===== src/rtl/rsa_pkg.sv =====
// Shared definitions for the RSA decryption core: FSM states, default operand width
// and helpers for counter sizing and start-to-Done latency (RSA_CONST_TIME_EN aware).
package rsa_pkg;

    localparam int DEFAULT_WIDTH = 6;

    typedef enum logic [2:0] {
        IDLE,
        LOAD,
        REDUCE,
        MUL,
        SQR,
        FIN
    } state_t;

    // Bits needed to count 0..width-1.
    function automatic int cnt_width(input int width);
        return (width < 3) ? 1 : $clog2(width);
    endfunction

    // Edge index L after which Done is high, counted from the launch edge (edge 0).
    function automatic int done_latency(input int width, input int key_pop,
                                        input bit n_small, input bit const_time);
        int mul_ops;
        if (n_small)
            return 2;
        mul_ops = const_time ? width : key_pop;
        return 2 + (width + 1) * (1 + width + mul_ops);
    endfunction

endpackage


===== src/rtl/rsa_decrypt_mod_mul.sv =====
// Bit-serial modular multiplier p = a*b mod N, MSB of a first; the first bit step
// happens on the go edge so rdy pulses WIDTH cycles after go. Requires b < N, WIDTH >= 2.
module mod_mul
    import rsa_pkg::*;
#(
    parameter int WIDTH = DEFAULT_WIDTH
) (
    input  logic             clk,
    input  logic             rst_n,
    input  logic             go,
    input  logic [WIDTH-1:0] a,
    input  logic [WIDTH-1:0] b,
    input  logic [WIDTH-1:0] N,
    output logic [WIDTH-1:0] p,
    output logic             rdy
);

    localparam int AW = WIDTH + 2;
    localparam int CW = cnt_width(WIDTH);

    logic [AW-1:0]    acc;
    logic [AW-1:0]    acc_nxt;
    logic [WIDTH-1:0] a_sh;
    logic [WIDTH-1:0] b_q;
    logic [WIDTH-1:0] n_q;
    logic [CW-1:0]    steps_left;

    // acc < N and b < N keep the sum below 3N, so two subtractions restore acc < N.
    function automatic logic [AW-1:0] step(input logic [AW-1:0]    acc_in,
                                           input logic             a_bit,
                                           input logic [WIDTH-1:0] b_in,
                                           input logic [WIDTH-1:0] n_in);
        logic [AW-1:0] t;
        logic [AW-1:0] n_ext;
        // NOTE: blocking assignments are right here: t is a function-local temporary.
        n_ext = {2'b00, n_in};
        t     = {acc_in[AW-2:0], 1'b0} + (a_bit ? {2'b00, b_in} : '0);
        if (t >= n_ext)
            t = t - n_ext;
        if (t >= n_ext)
            t = t - n_ext;
        return t;
    endfunction

    assign acc_nxt = go ? step('0, a[WIDTH-1], b, N)
                        : step(acc, a_sh[WIDTH-1], b_q, n_q);

    always_ff @(posedge clk or negedge rst_n) begin
        if (!rst_n) begin
            acc        <= '0;
            a_sh       <= '0;
            b_q        <= '0;
            n_q        <= '0;
            steps_left <= '0;
            rdy        <= 1'b0;
        end else begin
            rdy <= 1'b0;
            if (go) begin
                acc        <= acc_nxt;
                a_sh       <= {a[WIDTH-2:0], 1'b0};
                b_q        <= b;
                n_q        <= N;
                steps_left <= CW'(WIDTH - 1);
            end else if (steps_left != '0) begin
                acc        <= acc_nxt;
                a_sh       <= {a_sh[WIDTH-2:0], 1'b0};
                steps_left <= steps_left - 1'b1;
                rdy        <= (steps_left == CW'(1));
            end
        end
    end

    assign p = acc[WIDTH-1:0];

endmodule


===== src/rtl/rsa_decrypt.sv =====
// RSA decryption core: result = data^key mod N by right-to-left square-and-multiply
// on one shared mod_mul. Define RSA_CONST_TIME_EN for key-independent latency.
module rsa_decrypt
    import rsa_pkg::*;
#(
    parameter int WIDTH = DEFAULT_WIDTH
) (
    input  logic             clk,
    input  logic             rst_n,
    input  logic             start,
    input  logic [WIDTH-1:0] data,
    input  logic [WIDTH-1:0] N,
    input  logic [WIDTH-1:0] key,
    output logic [WIDTH-1:0] result,
    output logic             Done,
    output logic             busy
);

    localparam int CW = cnt_width(WIDTH);
    localparam logic [CW-1:0] LAST_BIT = CW'(WIDTH - 1);

    state_t           state;
    logic             start_q;
    logic             issued;
    logic [WIDTH-1:0] data_q;
    logic [WIDTH-1:0] n_q;
    logic [WIDTH-1:0] key_sh;
    logic [WIDTH-1:0] res;
    logic [WIDTH-1:0] base;
    logic [CW-1:0]    bit_idx;

    logic             launch;
    logic             mm_go;
    logic             mm_rdy;
    logic             op_done;
    logic [WIDTH-1:0] mm_a;
    logic [WIDTH-1:0] mm_b;
    logic [WIDTH-1:0] mm_p;
    logic             run_mul_now;
    logic             run_mul_next;

`ifdef RSA_CONST_TIME_EN
    // Every key bit costs a multiply; the product is simply not kept for clear bits.
    assign run_mul_now  = 1'b1;
    assign run_mul_next = 1'b1;
`else
    assign run_mul_now  = key_sh[0];
    assign run_mul_next = key_sh[1];
`endif

    assign launch  = (state == IDLE) && start && !start_q;
    assign mm_go   = (state inside {REDUCE, MUL, SQR}) && !issued;
    assign op_done = issued && mm_rdy;

    always_comb begin
        // NOTE: defaults first so every path assigns mm_a/mm_b and no latch is inferred.
        mm_a = data_q;
        mm_b = WIDTH'(1);
        case (state)
            MUL: begin
                mm_a = res;
                mm_b = base;
            end
            SQR: begin
                mm_a = base;
                mm_b = base;
            end
            default: ;
        endcase
    end

    mod_mul #(.WIDTH(WIDTH)) u_mod_mul (
        .clk   (clk),
        .rst_n (rst_n),
        .go    (mm_go),
        .a     (mm_a),
        .b     (mm_b),
        .N     (n_q),
        .p     (mm_p),
        .rdy   (mm_rdy)
    );

    always_ff @(posedge clk or negedge rst_n) begin
        if (!rst_n) begin
            state   <= IDLE;
            start_q <= 1'b0;
            issued  <= 1'b0;
            data_q  <= '0;
            n_q     <= '0;
            key_sh  <= '0;
            res     <= '0;
            base    <= '0;
            bit_idx <= '0;
            result  <= '0;
            Done    <= 1'b0;
            busy    <= 1'b0;
        end else begin
            start_q <= start;
            Done    <= 1'b0;
            if (mm_go)
                issued <= 1'b1;
            case (state)
                IDLE: begin
                    busy <= launch;
                    if (launch) begin
                        data_q <= data;
                        n_q    <= N;
                        key_sh <= key;
                        state  <= LOAD;
                    end
                end
                LOAD: begin
                    if (n_q < WIDTH'(2)) begin
                        res   <= '0;
                        state <= FIN;
                    end else begin
                        res   <= WIDTH'(1);
                        state <= REDUCE;
                    end
                end
                REDUCE: begin
                    if (op_done) begin
                        base    <= mm_p;
                        issued  <= 1'b0;
                        bit_idx <= '0;
                        state   <= run_mul_now ? MUL : SQR;
                    end
                end
                MUL: begin
                    if (op_done) begin
                        if (key_sh[0])
                            res <= mm_p;
                        issued <= 1'b0;
                        state  <= SQR;
                    end
                end
                SQR: begin
                    if (op_done) begin
                        base   <= mm_p;
                        issued <= 1'b0;
                        key_sh <= key_sh >> 1;
                        if (bit_idx == LAST_BIT) begin
                            state <= FIN;
                        end else begin
                            bit_idx <= bit_idx + 1'b1;
                            state   <= run_mul_next ? MUL : SQR;
                        end
                    end
                end
                FIN: begin
                    result <= res;
                    Done   <= 1'b1;
                    state  <= IDLE;
                end
                default: state <= IDLE;
            endcase
        end
    end

endmodule


===== config.mk =====
export PLATFORM = sky130hd
export DESIGN_NAME = rsa_decrypt
export DESIGN_NICKNAME = d
export VERILOG_FILES = /design/src/rtl/rsa_pkg.sv /design/src/rtl/rsa_decrypt_mod_mul.sv /design/src/rtl/rsa_decrypt.sv
export SDC_FILE = /design/constraint.sdc
export NUM_CORES = 1
export LEC_CHECK = 0
export ABC_AREA = 0
export BUFFER_PORTS_ARGS = -buffer_cell sky130_fd_sc_hd__buf_2
export CORE_ASPECT_RATIO = 0.75
export CORE_UTILIZATION = 40
export DETAILED_ROUTE_END_ITERATION = 10
export PLACE_DENSITY = 0.66
export SLEW_MARGIN = 15
export SYNTH_ARGS = -nofsm -noshare
export SYNTH_HDL_FRONTEND = slang
export SYNTH_SLANG_ARGS = --single-unit

===== constraint.sdc =====
create_clock -name clk -period 6.7 [get_ports clk]
set_clock_uncertainty 0.05 [all_clocks]
set_input_delay 1.34 -clock clk [delete_from_list [all_inputs] [get_ports clk]]
set_output_delay 1.34 -clock clk [all_outputs]
set_load 0.1 [all_outputs]

==> flow_summary.ini <==
[global_routing]
grt_pass1_vias = 3877
grt_pass1_wl_microns = 19580
overflow = 0
antenna_found_initial = 0
grtUsageTotal_pct = 19.82
grt_max_degree = 75

[clock_network]
cts.clk_slew.worst_paths_ns = 0.06
cts_tree = built
cts_buffers = 9
cts_max_path_buffers = 2
post_cts_buffers = 0
cts_hold_buffers = 0
root_buffer = clkbuf_16
clkSinkCount = 74
worstSkewPairLatency_ns = 0.34
cts_max_level = 3
cts_resized = 0

[floorplan]
die_h_microns = 98.44
start_util_pct = 41.94
ioPinCount = 29
die_w_microns = 130.6
dieArea_sq_mm = 0.01285
core_sq_mm = 0.01183
rows = 34

[timing]
tns_ns = 0
rsz0062_at_grt = false
setup_violations = 0
max-slew-margin-rel_pct = 36.88
hold_viol = 0
fmax_ghz = 0.1708
slew_violations = 0
fin_crit_ns = 5.854
max_slew.worst_pin.slew_ns = 0.9441
post-route-period-util_pct = 87.38

[yosys]
synthCells = 529
synth_area_sq_mm = 0.004960
synthTopCellsByArea = dfrtp_1, ha_1, mux2_2
synth_top_flop_cell = dfrtp_1
async_flop_share_pct = 100.0
synth_seq_cells = 74
syn_nets = 588
synth_edf_count = 0
seq_area_frac_synth_pct = 37.34
ys_warn_count = 0
synth_top_cell_area_share_pct = 37.34
synth_top_cell_by_area = dfrtp_1
synth_cell_types = 66
avgSynthCellArea_sq_um = 9.376

[drt]
via_per_inst = 5.578
drtIter0Drc = 355
drtAntennaViolNets = 0
drt_wl_total_microns = 11780
vias = 4016
wire_per_inst_microns = 16.36
first_pass_iters = 5
drc = 0

[cells_and_area]
fillCellCount = 1176
multi_input_area_sq_mm = 0.002913
nNetsFinal = 612
seq_area_sq_mm = 0.001852
final_common_cell = dfrtp_1
syn2layout_area_growth_pct = 12.54
drive_gt1_share_pct = 17.20
antennaDiodeCount = 0
final_cell_mix = dfrtp_1, nand2_1, o21ai_0

[place]
hpwl_microns = 8908
routabilityCongestion = 0.8862
numPortBuffers = 28

[run_status]
outcome = completed

[worst_setup_path]
critPathMaxFanout = 12
r2r_cells = 20
startpoint_type = flop
rrSetupSlack_ns = 0.85
cp.required_ns = 6.86
worstSetupEndpointType = flop
worstSetupPathType = flop to flop
cp.arrival_ns = 6.01
r2r-end = u_mod_mul.acc[2]
reg2reg_from = u_mod_mul.a_sh[5]

[worst_hold_path]
worstHoldStart = u_mod_mul.b_q[1]
hold-path-cell-count = 2
holdPathEnd = u_mod_mul.b_q[1]
hold_class = flop to flop

[flow_run]
maxCapViolCount = 0
-- final cells by class --
type,count,area share (%)
repair buffers,32,3.093
clock inverters,7,1.928
multi-input cells,407,52.19
inverters,29,1.950
clock buffers,9,4.035
flip-flops and latches,74,33.18
well taps,162,3.631
-- cells by family (layout without fill, tap and decap cells) --
group / count (synthesis) / in the layout / synth area share (%)
mux: 42 / 42 / 9.435
buf+inv: 48 / 77 / 3.986
flops: 74 / 74 / 37.34
simple gates: 171 / 171 / 17.41
fa+ha+maj: 38 / 38 / 10.19
compound gates: 137 / 137 / 18.29
xor+xnor: 19 / 19 / 3.355
-- stage by stage --
step	instance area (sq um)	worst slack [ns]	cells	util (%)	hold slack, ns
after detailed placement	5249	1.001	704	44.38	0.4065
after floorplan	4960	1.582	529	-	0.3804
final	5582	0.8458	720	47.20	0.4185
after global placement	5249	1.159	704	44.38	0.3992
after global routing	5582	0.5236	720	47.20	0.4416
after CTS	5582	0.9773	720	47.20	0.4202
-- how the worst max path moves through the flow --
stage                     cells past startpoint  slack, ns               from                to
after global placement                       20       1.16  u_mod_mul.a_sh[5]  u_mod_mul.acc[2]
after CTS                                    20       0.98  u_mod_mul.a_sh[5]  u_mod_mul.acc[2]
after global routing                         20       0.52  u_mod_mul.a_sh[5]  u_mod_mul.acc[2]
after detailed placement                     20       1.00  u_mod_mul.a_sh[5]  u_mod_mul.acc[2]
after floorplan                              21       1.58  u_mod_mul.a_sh[5]  u_mod_mul.acc[1]
final                                        20       0.85  u_mod_mul.a_sh[5]  u_mod_mul.acc[2]
-- worst max-delay path, stage by stage, from the launching register on --
cell and delay (ns):
dfrtp_1 0.43, and2_1 0.16, ha_1 0.21, fa_1 0.41
a21oi_1 0.28, o21bai_1 0.11, xor2_1 0.24, ha_1 0.34
o21a_1 0.14, nor2_1 0.25, and4b_1 0.41, mux2_2 0.40
ha_1 0.33, nor2b_1 0.17, o31a_1 0.26, o21ai_0 0.24
o211ai_1 0.17, or4bb_1 0.54, nand2_2 0.21, nor3b_1 0.29
a211oi_1 0.08
-- registers in the layout, summed over array words and instances, names as in the netlist, 3 cells and up, named ones only --
| register | flops |
|---|---|
| state | 3 |
| u_mod_mul.a_sh | 5 |
| bit_idx | 3 |
| u_mod_mul.steps_left | 3 |
| u_mod_mul.acc | 7 |
| u_mod_mul.n_q | 6 |
| key_sh | 6 |
| data_q | 6 |
| base | 6 |
| n_q | 6 |
| u_mod_mul.b_q | 6 |
| result | 6 |
| res | 6 |
-- cell usage after synthesis, types with 12 or more instances --
library cell,n
dfrtp_1,74
nand2_1,73
o21ai_0,37
ha_1,34
mux2_2,34
inv_1,29
a21oi_1,26
nor2_1,22
a31oi_1,14
clkbuf_1,12
xnor2_1,12
-- per-layer routing --
| metal | up-vias | share of wire (%) | global-route usage (%) |
|---|---|---|---|
| met5 | - | 0 | 0 |
| met4 | 0 | 0.95 | 4.509 |
| met3 | 15 | 5.8 | 4.506 |
| met2 | 109 | 41 | 28.12 |
| met1 | 1944 | 52 | 30.27 |
| li1 | 1948 | - | - |
Power is not shown: default switching activity piles up to over one toggle a cycle in this logic, so the estimate is an artifact.
